[src/rtl/x74_div4_pkg.sv]
// Shared definitions for the x74_div4 restoring divider: FSM state encoding and default width.
package x74_div4_pkg;

  localparam int unsigned DEF_WIDTH = 4;

  typedef enum logic [1:0] {
    ST_IDLE = 2'd0,
    ST_RUN  = 2'd1,
    ST_FIN  = 2'd2
  } state_t;

endpackage

[src/rtl/x74_sub4.sv]
// Trial subtractor stage: a + ~b + 1, with borrow reported as the inverted carry-out.
module x74_sub4 #(
  parameter int unsigned W = 5
) (
  input  logic [W-1:0] a,
  input  logic [W-1:0] b,
  output logic [W-1:0] diff,
  output logic         borrow
);

  localparam int unsigned SW = W + 1;

  logic [W:0] sum;

  assign sum    = {1'b0, a} + {1'b0, ~b} + SW'(1);
  assign diff   = sum[W-1:0];
  assign borrow = ~sum[W];

endmodule

[src/rtl/x74_div4.sv]
// Multi-cycle restoring unsigned divider with start/busy/done handshake;
// one quotient bit per cycle, divide-by-zero short-circuits to a flagged result.
module x74_div4
  import x74_div4_pkg::*;
#(
  parameter int unsigned WIDTH = DEF_WIDTH
) (
  input  logic             clk,
  input  logic             rst,
  input  logic             start,
  input  logic [WIDTH-1:0] dividend,
  input  logic [WIDTH-1:0] divisor,
  output logic             busy,
  output logic             done,
  output logic [WIDTH-1:0] quo,
  output logic [WIDTH-1:0] rem,
  output logic             div0
);

  localparam int unsigned RW = WIDTH + 1;
  localparam int unsigned CW = $clog2(WIDTH + 1);

  state_t           state;
  logic [RW-1:0]    r;
  logic [WIDTH-1:0] q;
  logic [WIDTH-1:0] d;
  logic [CW-1:0]    cnt;

  logic [RW-1:0]    r_sh;
  logic [RW-1:0]    diff;
  logic             borrow;
  logic [RW-1:0]    r_nx;
  logic [WIDTH-1:0] q_nx;
  logic             accept;

  // One iteration: shift {R,Q} left, trial-subtract D, restore on borrow.
  assign r_sh = (r << 1) | RW'(q[WIDTH-1]);
  assign r_nx = borrow ? r_sh : diff;
  assign q_nx = {q[WIDTH-2:0], ~borrow};

  x74_sub4 #(.W(RW)) u_sub (
    .a      (r_sh),
    .b      ({1'b0, d}),
    .diff   (diff),
    .borrow (borrow)
  );

  // FIN without DONE is the pending divide-by-zero cycle; it must not be overrun.
  assign accept = start && ((state == ST_IDLE) || ((state == ST_FIN) && done));

  always_ff @(posedge clk) begin
    if (rst) begin
      state <= ST_IDLE;
      r     <= '0;
      q     <= '0;
      d     <= '0;
      cnt   <= '0;
      busy  <= 1'b0;
      done  <= 1'b0;
      quo   <= '0;
      rem   <= '0;
      div0  <= 1'b0;
    end else begin
      done <= 1'b0;
      case (state)
        ST_IDLE, ST_FIN: begin
          if (accept) begin
            q    <= dividend;
            d    <= divisor;
            r    <= '0;
            div0 <= 1'b0;
            cnt  <= CW'(WIDTH);
            if (divisor != '0) begin
              busy  <= 1'b1;
              state <= ST_RUN;
            end else begin
              state <= ST_FIN;
            end
          end else if ((state == ST_FIN) && !done) begin
            done  <= 1'b1;
            div0  <= 1'b1;
            quo   <= '1;
            rem   <= q;
            state <= ST_IDLE;
          end else begin
            state <= ST_IDLE;
          end
        end
        ST_RUN: begin
          r   <= r_nx;
          q   <= q_nx;
          cnt <= cnt - CW'(1);
          if (cnt == CW'(1)) begin
            quo   <= q_nx;
            rem   <= r_nx[WIDTH-1:0];
            busy  <= 1'b0;
            done  <= 1'b1;
            state <= ST_FIN;
          end
        end
        default: state <= ST_IDLE;
      endcase
    end
  end

endmodule

[config.mk]
export PLATFORM = sky130hd
export DESIGN_NAME = x74_div4
export DESIGN_NICKNAME = d
export VERILOG_FILES = /design/src/rtl/x74_div4_pkg.sv /design/src/rtl/x74_sub4.sv /design/src/rtl/x74_div4.sv
export SDC_FILE = /design/constraint.sdc
export NUM_CORES = 1
export LEC_CHECK = 0
export ABC_AREA = 1
export BUFFER_PORTS_ARGS = -buffer_cell sky130_fd_sc_hd__buf_2
export CORE_UTILIZATION = 40
export DETAILED_ROUTE_END_ITERATION = 10
export GPL_TIMING_DRIVEN = 0
export MAX_ROUTING_LAYER = met4
export SYNTH_ARGS = -nofsm -noshare
export SYNTH_HDL_FRONTEND = slang
export SYNTH_HIERARCHICAL = 1
export SYNTH_SLANG_ARGS = --single-unit
[constraint.sdc]
create_clock -name clk -period 2.2 [get_ports clk]
set_clock_uncertainty 0.2 [all_clocks]
set_input_delay 0.44 -clock clk [delete_from_list [all_inputs] [get_ports clk]]
set_output_delay 0.44 -clock clk [all_outputs]
set_load 0.005 [all_outputs]
==> out/metrics.csv <==
stage;metric;value;unit
routing;drtAntennaViolNets;0;
routing;firstDrtPassIters;4;
clock_tree;postCtsHoldBufs;0;
die;dieArea;0.00384;mm^2
critical_path;startpoint_type;flop;
die;ioPinCount;22;
sta;holdWs;143;ps
critical_path;rr_startpoint;r[1];
critical_path;slowest_stage;dfxtp_1;
die;core_area;0.00339;mm^2
routing;routed_wl;3060;um
yosys;synth_area;0.00144;mm^2
power;peakVddDrop;0.315;mV
global_routing;grtUsageTotal;17.5;%
layout;layout_commonest_cell;nand2_1;
global_routing;gr-total-overflow;0;
yosys;syn_inst;209;
placement;dpl_cell_area;0.00160;mm^2
layout;multi_input_area;756;um^2
critical_path;worstSetupPathType;reg2reg;
sta;max_clock_freq;500;MHz
critical_path;critPathArrivalTime;2040;ps
yosys;ys_warn_count;6;
worst_hold_path;worstHoldEndpoint;d[1];
power;power.leakage;0.824;nW
sta;drv_slew;0;
sta;fin_crit_sh;90.9;%
critical_path;crit_top_cell;nand2_1;
clock_tree;cts_buffers;3;
layout;fillers;349;
global_routing;antenna_found_initial;0;
sta;setup_viol;0;
power;power;1.23;mW
layout;fin_util;49.5;%
run;cap_violations;0;
clock_tree;htreeDepth;1;
sta;hold_viol;0;
worst_hold_path;worst_hold_path_type;in2reg;
layout;final_nets;256;
layout;area_delta_synth_final;16.5;%
yosys;synthesis.nets;228;
sta;fin_setup_tns;0;ps
layout;regArea;561;um^2
die;start_util;42.5;%
global_routing;grt_pass1_vias;1152;
routing;drt_iter0_drc;30;
sta;layout_min_cycle_time;2000;ps
global_routing;grt_max_degree;17;
critical_path;path_delay_family;simple AND/OR/NAND/NOR gates;
placement;portBuffers;21;
power;power-per-cell-area;733;mW/mm^2
critical_path;r2r_end;rem[2];
global_routing;grt_pass1_wl;4890;um
die;die_y;62;um
clock_tree;cts-root-buf;clkbuf_4;
placement;dpl.cell_count;276;
clock_tree;clock_latency;330;ps
placement;place_ws;-50.6;ps
critical_path;worst-r2r-setup-slack;200;ps
yosys;syn_avg_cell_area;6.89;um^2
critical_path;critPathRequiredTime;2240;ps
routing;avgViaCountPerCell;4.72;
placement;dp_hpwl;2340;um
clock_tree;cts.clk_slew.worst_paths;150;ps
layout;final_cell_mix;nand2_1 (55), dfxtp_1 (28), inv_1 (25);
worst_hold_path;worstHoldStart;rst;
placement;place.gp.congestion;0.791;
die;fp.dieW;62;um
critical_path;cpPeakStageDelay;370;ps
layout;stdcell_area;0.00168;mm^2
clock_tree;clkSinkCount;28;
sta;rsz0062_at_grt;false;
die;num_rows;21;
sta;setup_ws;201;ps
layout;layout-drive-gt1-share;17.4;%
routing;avgRoutedWirePerCell;10.8;um
critical_path;crit_path_end_kind;flop;
status;status;finished clean;
critical_path;path_buf_inv;1;
critical_path;critPathMaxFanout;6;
worst_hold_path;whs_path_depth;2;
critical_path;path_cells;ha_1 > nand2_1 > nand2_1 > nand2_1 > nand2_1 > nor2_4 > inv_1 > nand2_1 > nand2_1 > nand2_1 > o21ai_0 > nor2_1 > nor2_1;
clock_tree;cts_tree;built;
clock_tree;cts_buffer_depth;2;
critical_path;reg2reg_depth;13;
layout;diodes;0;
layout;fin_cells;282;
routing;drc;0;
routing;route.vias.total;1331;
sequential cells by signal, indices dropped and copies added (netlist names), 2 cells and up:
signal,count
r,4
d,4
cnt,3
q,4
state,2
rem,4
quo,4
final cells by class:
class	count	area share (%)
inverter	27	6.04
tap	46	3.43
clock inverter	1	1.79
sequential	28	33.4
clock buffer	3	1.34
timing repair buffer	23	7.16
multi-input combinational	149	45.0
buffer	5	1.79
worst reg2reg max path: stages (launching register included):
cell,delay (ps)
dfxtp_1,370
ha_1,370
nand2_1,90
nand2_1,50
nand2_1,50
nand2_1,80
nor2_4,180
inv_1,110
nand2_1,70
nand2_1,50
nand2_1,70
o21ai_0,80
nor2_1,100
nor2_1,40
timing repair:
item                                    in CTS  in global routing
gates resized for setup                      1                  1
buffers inserted                             0                  2
gates cloned                                 0                  0
pin swaps                                    0                  1
endpoints found under the setup margin       4                  4
worst max-delay path by stage:
stage | depth (start not counted) | from | end | slack, ps
floorplan | 14 | d[2] | rem[0] | 310
global placement | 13 | r[1] | rem[2] | -60
detailed placement | 13 | r[1] | rem[2] | -50
CTS | 14 | d[2] | rem[2] | 90
global route | 14 | d[3] | rem[1] | 2
finish | 13 | r[1] | rem[2] | 200
where the power goes:
part           total [mW]  switching, mW  internal [mW]  leakage (nW)
combinational       0.308          0.186          0.122         0.567
clock               0.340          0.156          0.184        0.0279
sequential          0.582         0.0288          0.553         0.229
total                1.23          0.371          0.859         0.824
routing by layer:
metal	vias up	wire length [um]	GRT usage, %	part of all wire (%)
li1	711	-	-	-
met1	601	1580	23.2	52
met2	17	1370	28.4	45
met3	2	81	1.86	2.6
met4	0	21	4.76	0.69
met5	-	0	-	0
Power figures use the tool's default switching activity.
